<file path="config.mk">
export PLATFORM = sky130hd
export DESIGN_NAME = sort_ctrl
export DESIGN_NICKNAME = d
export VERILOG_FILES = /design/src/rtl/sort_ctrl.sv
export SDC_FILE = /design/constraint.sdc
export NUM_CORES = 1
export LEC_CHECK = 0
export ABC_AREA = 1
export CORE_MARGIN = 2
export CORE_UTILIZATION = 60
export CTS_CLUSTER_DIAMETER = 30
export DETAILED_ROUTE_END_ITERATION = 12
export DONT_BUFFER_PORTS = 1
export PLACE_DENSITY = 0.76
export SETUP_SLACK_MARGIN = 0.2
export SYNTH_ARGS = -nofsm -noshare
export SYNTH_HDL_FRONTEND = slang
export SYNTH_SLANG_ARGS = --single-unit
</file>
<file path="constraint.sdc">
create_clock -name clk -period 3.5 [get_ports clk]
set_input_delay 1.05 -clock clk [delete_from_list [all_inputs] [get_ports clk]]
set_output_delay 1.05 -clock clk [all_outputs]
set_load 0.05 [all_outputs]
</file>
<file path="src/rtl/sort_ctrl.sv">
// In-place bubble sort of a small unsigned buffer, with early exit.
// A single time-shared magnitude comparator examines one neighbour pair per cycle.

module sort_cmp #(
  parameter int W = 5
) (
  input  logic [W-1:0] a,
  input  logic [W-1:0] b,
  output logic         lt,
  output logic         eq,
  output logic         gt
);
  assign lt = (a < b);
  assign eq = (a == b);
  assign gt = (a > b);
endmodule

module sort_ctrl #(
  parameter int WIDTH = 5,
  parameter int DEPTH = 4
) (
  input  logic                       clk,
  input  logic                       rst_n,
  input  logic                       load,
  input  logic [WIDTH-1:0]           din,
  input  logic                       clr,
  input  logic                       start,
  input  logic [$clog2(DEPTH)-1:0]   rd_addr,
  output logic [WIDTH-1:0]           dout,
  output logic [$clog2(DEPTH+1)-1:0] count,
  output logic                       busy,
  output logic                       done,
  output logic [7:0]                 swap_cnt
);
  localparam int AW = $clog2(DEPTH);
  localparam int CW = $clog2(DEPTH+1);

  typedef enum logic [1:0] {IDLE, CMP, SWAP, DONE} state_t;

  state_t            state_reg, state_next;
  logic [WIDTH-1:0]  mem_reg  [DEPTH];
  logic [WIDTH-1:0]  mem_next [DEPTH];
  logic [CW-1:0]     count_reg, count_next;
  logic [AW-1:0]     j_reg, j_next, j_inc;
  logic [AW-1:0]     pass_reg, pass_next;
  logic              swapped_reg, swapped_next;
  logic [7:0]        swap_cnt_reg, swap_cnt_next;
  logic              do_load, do_swap, advance, swapped_eff;
  logic [CW-1:0]     pass_limit;
  logic              pass_end, pass_last;
  logic              cmp_lt, cmp_eq, cmp_gt;

  assign j_inc = j_reg + AW'(1);

  sort_cmp #(.W(WIDTH)) u_cmp (
    .a  (mem_reg[j_reg]),
    .b  (mem_reg[j_inc]),
    .lt (cmp_lt),
    .eq (cmp_eq),
    .gt (cmp_gt)
  );

  // Last compare index of the current pass is count-2-pass.
  assign pass_limit  = count_reg - CW'(2) - CW'(pass_reg);
  assign pass_end    = !(CW'(j_reg) < pass_limit);
  assign pass_last   = (CW'(pass_reg) == count_reg - CW'(2));
  assign swapped_eff = swapped_reg | do_swap;

  always_comb begin
    state_next    = state_reg;
    count_next    = count_reg;
    j_next        = j_reg;
    pass_next     = pass_reg;
    swapped_next  = swapped_reg;
    swap_cnt_next = swap_cnt_reg;
    do_load       = 1'b0;
    do_swap       = 1'b0;
    advance       = 1'b0;

    case (state_reg)
      IDLE: begin
        if (start && count_reg >= CW'(2)) begin
          state_next    = CMP;
          j_next        = '0;
          pass_next     = '0;
          swapped_next  = 1'b0;
          swap_cnt_next = '0;
        end else if (start && count_reg == CW'(1)) begin
          state_next    = DONE;
          swap_cnt_next = '0;
        end else if (clr) begin
          count_next = '0;
        end else if (load && count_reg != CW'(DEPTH)) begin
          do_load    = 1'b1;
          count_next = count_reg + CW'(1);
        end
      end
      CMP: begin
        if (cmp_gt) state_next = SWAP;
        else        advance    = 1'b1;
      end
      SWAP: begin
        do_swap      = 1'b1;
        swapped_next = 1'b1;
        if (swap_cnt_reg != 8'hFF) swap_cnt_next = swap_cnt_reg + 8'd1;
        advance      = 1'b1;
      end
      DONE:    state_next = IDLE;
      default: state_next = IDLE;
    endcase

    if (advance) begin
      if (!pass_end) begin
        j_next     = j_inc;
        state_next = CMP;
      end else if (!swapped_eff || pass_last) begin
        state_next = DONE;
      end else begin
        // Next pass starts straight away, no idle cycle in between.
        pass_next    = pass_reg + AW'(1);
        j_next       = '0;
        swapped_next = 1'b0;
        state_next   = CMP;
      end
    end
  end

  // Per-entry next value: load into the first free slot, or exchange with a neighbour.
  generate
    for (genvar gi = 0; gi < DEPTH; gi++) begin : g_entry
      logic [WIDTH-1:0] hi_val, lo_val;
      if (gi < DEPTH-1) begin : g_hi
        assign hi_val = mem_reg[gi+1];
      end else begin : g_hi_none
        assign hi_val = mem_reg[gi];
      end
      if (gi > 0) begin : g_lo
        assign lo_val = mem_reg[gi-1];
      end else begin : g_lo_none
        assign lo_val = mem_reg[gi];
      end
      assign mem_next[gi] =
        (do_load && count_reg == CW'(gi)) ? din    :
        (do_swap && j_reg == AW'(gi))     ? hi_val :
        (do_swap && j_inc == AW'(gi))     ? lo_val :
                                            mem_reg[gi];
    end
  endgenerate

  always_ff @(posedge clk or negedge rst_n) begin
    if (!rst_n) begin
      state_reg    <= IDLE;
      count_reg    <= '0;
      j_reg        <= '0;
      pass_reg     <= '0;
      swapped_reg  <= 1'b0;
      swap_cnt_reg <= '0;
      for (int i = 0; i < DEPTH; i++) mem_reg[i] <= '0;
    end else begin
      state_reg    <= state_next;
      count_reg    <= count_next;
      j_reg        <= j_next;
      pass_reg     <= pass_next;
      swapped_reg  <= swapped_next;
      swap_cnt_reg <= swap_cnt_next;
      for (int i = 0; i < DEPTH; i++) mem_reg[i] <= mem_next[i];
    end
  end

  assign dout     = mem_reg[rd_addr];
  assign count    = count_reg;
  assign busy     = (state_reg == CMP) || (state_reg == SWAP);
  assign done     = (state_reg == DONE);
  assign swap_cnt = swap_cnt_reg;

  // Only "greater" steers the sort; the other two outputs are observed here.
  a_cmp_onehot: assert property (@(posedge clk) disable iff (!rst_n)
    $onehot({cmp_lt, cmp_eq, cmp_gt}));

endmodule

</file>
==> results of run 1 <==
## worst max-delay path, stage by stage (launching register included)
cell	delay [ps]
dfrtp_1	680
inv_1	210
ha_1	260
fa_1	440
ha_1	280
o21ai_0	90
a21oi_2	350
inv_1	130
nor2_1	160
nand3_1	100
nand2_1	90
nand2_1	60
nand2_1	60
## through the flow
stage | worst slack (ps) | util [%] | instance area, um2 | hold slack [ps] | cells
2_1_floorplan | 292.0 | - | 3000 | 494.4 | 430
3_3_place_gp | 556.9 | 64.42 | 3083 | 521.6 | 494
3_5_place_dp | 569.8 | 64.42 | 3083 | 536.8 | 494
4_1_cts | 541.4 | 66.41 | 3178 | 430.3 | 502
5_1_grt | 337.9 | 66.41 | 3178 | 423.2 | 502
6_report | 512.8 | 66.41 | 3178 | 438.1 | 502
## routing by layer
| layer | GRT usage (%) | wire (um) | share of wire [%] |
|---|---|---|---|
| met5 | 0 | 0 | 0 |
| met2 | 41.20 | 3225 | 45 |
| met1 | 41.62 | 3361 | 46 |
| met3 | 5.355 | 514 | 7.1 |
| met4 | 8.532 | 144 | 2.0 |
## area by class of cell
class / count / area (um2)
inverters: 45 / 171.4
well taps: 67 / 83.83
repair buffers: 7 / 52.55
multi-input cells: 337 / 1824
clock inverters: 2 / 12.51
fillers: 425 / 1608
clock buffers: 6 / 82.58
flip-flops and latches: 38 / 950.9
## placed cells by master (no fill, tap or decap), drive strengths merged, types with 3 or more instances in the layout
| cell type | Yosys | layout |
|---|---|---|
| a21oi | 25 | 25 |
| buf | 5 | 7 |
| clkbuf | 5 | 6 |
| dfrtp | 38 | 38 |
| ha | 23 | 23 |
| inv | 44 | 44 |
| nand2 | 96 | 96 |
| nand3 | 34 | 34 |
| nand4 | 7 | 7 |
| nor2 | 64 | 64 |
| o211ai | 5 | 5 |
| o21ai | 58 | 58 |
| o22ai | 11 | 11 |
| or2 | 3 | 3 |
## logic make-up after synthesis
kind of cell             share of synthesized area (%)
adder cells (fa/ha/maj)                          10.26
buffers and inverters                            7.506
XOR/XNOR                                         1.168
AND/OR/NAND/NOR                                  30.78
flip-flops                                       31.69
AO/OA/AOI/OAI                                    18.60
## worst paths after layout
check,to,slack (ps),depth (start not counted)
max in group asynchronous,count[1],2970,0
hold / removal,g_entry[2].hi_val[4],440,0
min in group clk,state_reg[0],560,2
hold reg to reg,state_reg[0],560,2
setup / recovery,state_reg[1],510,12
setup reg to reg,state_reg[1],510,12
## where the power goes
part           total [mW]  internal [mW]  switching, mW  leakage, nW
registers           0.966          0.613          0.353        0.468
logic                2.02          0.711           1.31        0.980
clock network       0.327          0.159          0.168       0.0472
total                3.31           1.48           1.83         1.50
==> flow_summary.json, run 1 <==
{
  "status": "completed",
  "post-route-period-util_pct": 85.35,
  "async_flop_share_pct": 100.0,
  "min_path_type": "input pin to asynchronous set/reset pin",
  "clock_sinks": 38,
  "synth_top_cell_by_area": "dfrtp_1",
  "leakage_nw": 1.495,
  "routedWlPerCell_um": 14.43,
  "critPathArrivalTime_ps": 3220,
  "cts.path.max_buffers": 2,
  "insertion_delay_ps": 300,
  "n_antenna_cell": 0,
  "clkSlewWorstSetupHoldPaths_ps": 80,
  "ys_top_cells_by_count": "nand2_1 (90), nor2_1 (59), o21ai_0 (42)",
  "clockRootBuffer": "clkbuf_8",
  "synth_edf_count": 0,
  "yosysSeqAreaShare_pct": 31.69,
  "fmax_mhz": 334.8,
  "largest_reg_flops": 15,
  "cts_made_buffers": 5,
  "wirelength_mm": 7.245,
  "detail-route-antenna-nets": 0,
  "tightest_slew_ps": 616.4,
  "synth_ff_type": "dfrtp_1",
  "critPathLaunch": "count[0]",
  "grt_pass1_vias": 2552,
  "p_per_area_mw_per_mm2": 1042,
  "fin_setup_tns_ps": 0,
  "htreeDepth": 2,
  "setup_violations": 0,
  "yosysUniqueCellTypes": 35,
  "finalCriticalPeriod_ps": 2987,
  "track_usage_pct": 27.94,
  "cp-start-kind": "flip-flop",
  "cts_hold_buf": 0,
  "synthTopCellsByArea": "dfrtp_1 (32%), nand2_1 (11%), ha_1 (9.6%)",
  "rows": 25,
  "rsz0062_at_grt": "no",
  "hold_viol": 0,
  "required_ps": 3740,
  "grt_first_pass_wirelength_mm": 11.92,
  "critPathMaxFanout": 8,
  "grt_remaining_overflow": 0,
  "die-area_mm2": 0.005582,
  "maxSlewHeadroom_pct": 58.91,
  "ir_drop_mv": 0.5409,
  "place.gp.congestion": 1.010,
  "rr_startpoint": "count[0]",
  "num_vias": 2908,
  "cts-resized-gates": 0,
  "hpwlAfterDp_mm": 5.483,
  "yosysMostFrequentCell": "nand2_1",
  "drive_gt1_share_pct": 9.195,
  "drtIter0Drc": 221,
  "antenna_found_initial": 0,
  "drc": 0,
  "critical_path_class": "flip-flop to flip-flop",
  "yosysWarnings": 0,
  "grt_max_degree": 39,
  "die_w_um": 74.72,
  "postCtsSetupBuffers": 0,
  "design.core.area_mm2": 0.004786,
  "synth_cells": 430,
  "synth_top_area_share_pct": 31.69,
  "die_h_um": 74.72,
  "nNetsFinal": 470,
  "dr.pass1.iters": 6,
  "viasPerCell": 5.793,
  "synth_area_per_cell_um2": 6.978,
  "syn_area_mm2": 0.003000,
  "endpoint_kind": "flip-flop",
  "start_util_pct": 62.69,
  "synth_fp_nets": 466,
  "fin_skew_ps": 5.489,
  "portBuffers": 0,
  "cts_tree": "built",
  "total_power_mw": 3.311,
  "synth_seq_cells": 38,
  "area_growth_pct": 5.922,
  "pin_count": 30,
  "finalMaxSlewViolations": 0,
  "cap_violations": 0
}
No activity file was read; power rests on OpenSTA's default activity.
==> run 2, diff against run 1 <==
Settings changed: SKIP_LAST_GASP set to 1.
==> results of run 2 <==
No change in the layout: final DEF, timing and power equal those of run 1.
==> patch 1, RTL diff (config.mk and constraints of run 2) <==
Make the reset (`rst_n`) synchronous in one clocked block.
--- a/src/rtl/sort_ctrl.sv
+++ b/src/rtl/sort_ctrl.sv
@@ -147,7 +147,7 @@
     end
   endgenerate
 
-  always_ff @(posedge clk or negedge rst_n) begin
+  always_ff @(posedge clk) begin
     if (!rst_n) begin
       state_reg    <= IDLE;
       count_reg    <= '0;
Formal check against the unedited RTL: differs if rst_n is asserted again (counterexample within 4 cycles, from zero or initial values and one cycle with rst_n low); with rst_n held inactive, the same outputs for 4 cycles.
==> patch 1 against run 2 <==
Power fell by 28%; area after synthesis rose by 0.96%; utilization rose by 1.1 points; critical path depth fell by 1; final area rose by 1.7%; worst setup slack improved by 23 ps; sequential cell count did not move; clock power rose by 39%; first-iteration DRC count rose by 43%; routed wire length rose by 4.6%; critical endpoint is now pass_reg[1]; largest power group unchanged.
==> patch 1: results (changes against run 2) <==
stage;metric;value;unit;change
status;status;finished clean;;unchanged
setup_path;r2r_cells;11;;was 12
worst_hold_path;hold_class;reg2reg;;was in2async
setup_path;r2r_end;pass_reg[1];;was state_reg[1]
yosys;synthTopCellsByArea;dfxtp_1 (25%), nand2_1 (14%), ha_1 (9.5%), o21ai_0 (8.6%), nor2_1 (8.6%);;was dfrtp_1 (32%), nand2_1 (11%), ha_1 (9.6%), nor2_1 (7.4%), o21ai_0 (7.0%)
worst_hold_path;hold_depth;4;;
setup_path;reg2reg_from;count[0];;unchanged
clocking;cts_resized;0;;unchanged
setup_path;crit_fanout;6;;was 8
clocking;cts-buffers-inserted;5;;unchanged
yosys;yosysSeqAreaShare;25.1;%;was 31.7%
yosys;synthTopCellsByCount;nand2_1 (113), nor2_1 (69), o21ai_0 (52);;was nand2_1 (90), nor2_1 (59), o21ai_0 (42)
setup_path;r2r_slack;540;ps;was 510 ps
global_route;grt_start_max_net_pins;30;;was 39
yosys;ys_warn_count;0;;unchanged
worst_hold_path;holdPathEnd;swapped_reg;;
clocking;post_cts_buffers;0;;unchanged
power;peakVddDrop;0.000422;V;was 0.000541 V
drt;wirelength;7580;um;was 7250 um
final_layout;n_antenna_cell;0;;unchanged
drt;routed_via_density;5.55;;was 5.79
drt;wl_per_cell;14.0;um;was 14.4 um
place;portBuffers;0;;unchanged
yosys;synthArstFlopShare;0;%;was 100%
clocking;path_clk_slew;80;ps;about the same
final_layout;nNetsFinal;511;;was 470
place;placed_cell_area;0.00309;mm2;was 0.00308 mm2
place;dp_cells;535;;was 494
drt;drtIter0Drc;315;;was 221
sta;finalClockSkew;8.52;ps;was 5.49 ps
final_layout;largest_register_ffs;20;;was 15
clocking;clk-insertion-delay-late;300;ps;about the same
setup_path;worstPathArrival;3160;ps;was 3220 ps
clocking;cts_root_buf;clkbuf_8;;unchanged
worst_hold_path;worstHoldStart;swapped_reg;;
yosys;synth.distinct_cells;36;;was 35
place;pre_cts_slack;564;ps;was 570 ps
place;dp_hpwl;5670;um;was 5480 um
place;place_congestion;0.938;;was 1.01
final_layout;drive_gt1_share;9.87;%;was 9.20%
global_route;antenna_found_initial;0;;unchanged
yosys;synth.avg_cell_area;6.40;um2;was 6.98 um2
clocking;clock_path_buffers;2;;unchanged
drt;first_pass_iters;6;;unchanged
global_route;grt_util_all_layers;29.5;%;was 27.9%
power;p_leak;0.00150;uW;about the same
yosys;synthFlopType;dfxtp_1;;was dfrtp_1
global_route;grt_pass1_vias;2810;;was 2552
sta;max-slew-margin-rel;53.9;%;was 58.9%
global_route;grt_pass1_wl;12800;um;was 11900 um
final_layout;fillers;435;;was 425
[patch 1: where the power goes]
| group | switching, uW | internal (uW) | total [uW] |
|---|---|---|---|
| sequential | 172 | 510 | 681 |
| clock | 171 | 286 | 456 |
| combinational | 817 | 440 | 1260 |
| total | 1160 | 1240 | 2390 |
[patch 1: stage by stage]
step	hold WS (ps)	utilization, %
6_report	558	67.5
3_5_place_dp	545	64.7
2_1_floorplan	513	-
5_1_grt	600	67.5
3_3_place_gp	529	64.7
4_1_cts	559	67.5
[patch 1: worst max-delay path by stage]
stage	startpoint	endpoint	slack (ps)	depth (start not counted)
floorplan	rd_addr[0]	dout[0]	290	3
global placement	count[0]	pass_reg[1]	600	11
detailed placement	count[0]	pass_reg[1]	560	11
CTS	count[0]	pass_reg[1]	550	11
global route	count[0]	pass_reg[1]	350	11
finish	count[0]	pass_reg[1]	540	11
[patch 1: critical path, stage by stage (launching register included)]
cell and delay [ps]:
dfxtp_1 720, inv_1 200, ha_1 260, fa_1 450, ha_1 290, o21ai_1 70, a21oi_2 230, inv_2 70
nor2_1 100, nand3_1 200, nor3_1 210, nor2_1 50
[patch 1: cell families (layout without fill, tap and decap cells)]
kind of cell	count (synthesis)	in the layout	share of synthesized area, %
buffers and inverters	66	69	9.42
and+or+nand+nor	232	232	34.1
DFF	38	38	25.1
AOI/OAI and AO/OA	108	108	19.8
xor gates and xnor gates	5	5	1.45
adders and majority gates	24	24	10.2
[patch 1: final cells by class]
type | count | area share (%)
Multi-Input combinational cell | 369 | 61.4
Sequential cell | 38 | 23.5
Inverter | 53 | 6.39
Tap cell | 67 | 2.59
Clock buffer | 5 | 2.13
Clock inverter | 3 | 2.13
Timing Repair Buffer | 8 | 1.86
[patch 1: routing by layer]
layer	track usage, %	wire length [um]	vias to the layer above
met4	12.9	192	0
met2	49.9	3590	115
met5	0	0	-
li1	-	-	1547
met3	6.16	514	20
met1	36.0	3280	1333
==> patch 2, RTL diff (settings of run 2) <==
Without the edit above. `DEPTH`: 4 -> 2.
--- a/src/rtl/sort_ctrl.sv
+++ b/src/rtl/sort_ctrl.sv
@@ -17,7 +17,7 @@
 
 module sort_ctrl #(
   parameter int WIDTH = 5,
-  parameter int DEPTH = 4
+  parameter int DEPTH = 2
 ) (
   input  logic                       clk,
   input  logic                       rst_n,
Interface: changed (resized count and rd_addr); port bits go from 30 to 28. No check against the original RTL was run, so the function may have changed too.
==> patch 2 against run 2 <==
Count of clock-buffer cells in the layout fell by 3; combinational power shrank 43%; critical path type is now reg2out; largest power group unchanged; area after synthesis down 42%; final area shrank 42%; die area down 40%; power down 43%; non-clock buffer count shrank 1; highest routed layer unchanged; synthesized cell count is 46% lower; sequential cell count down 13; routed wire length shrank 50%; worst setup slack improved by 500 ps.
==> patch 2: results (changes against run 2) <==
stage;metric;value;unit;change
status;status;finished clean;;unchanged
drt;first_pass_iters;4;;was 6
clocking;clock_path_buffers;2;;unchanged
final_layout;n_antenna_cell;0;;unchanged
global_route;antenna_found_initial;0;;unchanged
clocking;clk-insertion-delay-late;310;ps;
power;netSwitchingFraction;55.9;%;was 55.2%
sta;finalClockSkew;2.44;ps;was 5.49 ps
setup_path;crit_fanout;4;;was 8
worst_hold_path;hold_class;in2async;;unchanged
yosys;synth_nets;253;;was 466
global_route;grt_use_met2;40.7;%;was 41.2%
clocking;cts-buffers-inserted;3;;was 5
yosys;synthArstFlopShare;100;%;unchanged
global_route;grt_pass1_vias;1465;;was 2552
place;dp_hpwl;2790;um;was 5480 um
final_layout;nNetsFinal;260;;was 470
power;p_leak;0.000941;uW;was 0.00150 uW
power;peakVddDrop;0.000972;V;was 0.000541 V
drt;drtIter0Drc;59;;was 221
sta;max-slew-margin-rel;55.6;%;was 58.9%
drt;routed_via_density;5.79;;about the same
drt;wl_per_cell;13.4;um;was 14.4 um
clocking;post_cts_buffers;0;;unchanged
place;portBuffers;0;;unchanged
setup_path;start_kind;flip-flop;;unchanged
global_route;grt_start_max_net_pins;26;;was 39
global_route;grt_pass1_wl;6440;um;was 11900 um
clocking;cts_root_buf;clkbuf_4;;was clkbuf_8
global_route;use_met3;4.02;%;was 5.35%
setup_path;worstPathArrival;1430;ps;was 3220 ps
clocking;path_clk_slew;140;ps;was 80 ps
yosys;synth.distinct_cells;32;;was 35
yosys;synthTopCellsByArea;dfrtp_1 (36%), nand2_1 (11%), inv_1 (8.1%), nand3_1 (7.4%), ha_1 (7.1%);;was dfrtp_1 (32%), nand2_1 (11%), ha_1 (9.6%), nor2_1 (7.4%), o21ai_0 (7.0%)
final_layout;largest_register_ffs;8;;was 15
place;place_congestion;0.847;;was 1.01
yosys;synthTopCellsByCount;nand2_1 (52), inv_1 (38), nand3_1 (26);;was nand2_1 (90), nor2_1 (59), o21ai_0 (42)
drt;drc;0;;unchanged
global_route;grtUsageMet1;31.8;%;was 41.6%
global_route;grt_util_all_layers;24.5;%;was 27.9%
final_layout;drive_gt1_share;12.6;%;was 9.20%
run;cap_viol_max_count;0;;unchanged
yosys;yosysSeqAreaShare;35.7;%;was 31.7%
yosys;ys_warn_count;0;;unchanged
clocking;cts.htree.levels;1;;was 2
clocking;cts_resized;0;;unchanged
## patch 2: cells by family (layout without fill, tap and decap cells)
logic type	count (synthesis)	in the layout	synth area share, %
simple gates	103	103	28.3
compound gates	47	47	17.5
buf+inv	45	51	10.3
flops	25	25	35.7
fa+ha+maj	10	10	7.14
xor+xnor	1	1	0.500
mux	1	1	0.571
## patch 2: per-layer routing
layer	vias up	wire, um
li1	772	-
met1	730	1640
met2	48	1720
met3	8	197
met4	0	53
met5	-	0
## patch 2: final timing paths
kind	from	endpoint	slack, ps	cells after the start
min in group clk	state_reg[0]	state_reg[0]	580	2
worst min-delay path	rst_n	count[1]	410	0
worst min register to register	state_reg[0]	state_reg[0]	580	2
max in group asynchronous	rst_n	g_entry[0].hi_val[0]	3020	0
worst max-delay path	state_reg[1]	busy	1020	2
worst max register to register	count[0]	g_entry[0].hi_val[2]	1030	8
## patch 2: power groups by stage
stage,Combinational (uW),Clock [uW],Sequential [uW]
5_1_grt,1310,149,603
3_3_place_gp,1120,0,582
3_5_place_dp,1160,0,590
6_report,1160,130,586
2_1_floorplan,974,0,549
4_1_cts,1160,137,583
## patch 2: per-stage QoR
stage	std cells	area [um2]	setup WS (ps)	hold WS, ps
global placement	265	1810	1080	530
detailed placement	265	1810	1070	553
CTS	269	1840	992	386
floorplan	232	1750	113	508
global route	269	1840	855	366
finish	269	1840	1020	406
## patch 2: cell type report
cell class	count	area (um2)
multi-input combinational	162	947
fill	239	917
sequential	25	626
inverter	41	156
timing repair buffer	6	45.0
tap	31	38.8
clock buffer	3	22.5
clock inverter	1	5.00
## patch 2: critical path: stages, from the launching register on
cell	delay [ps]
dfrtp_1	430
inv_1	80
ha_1	610
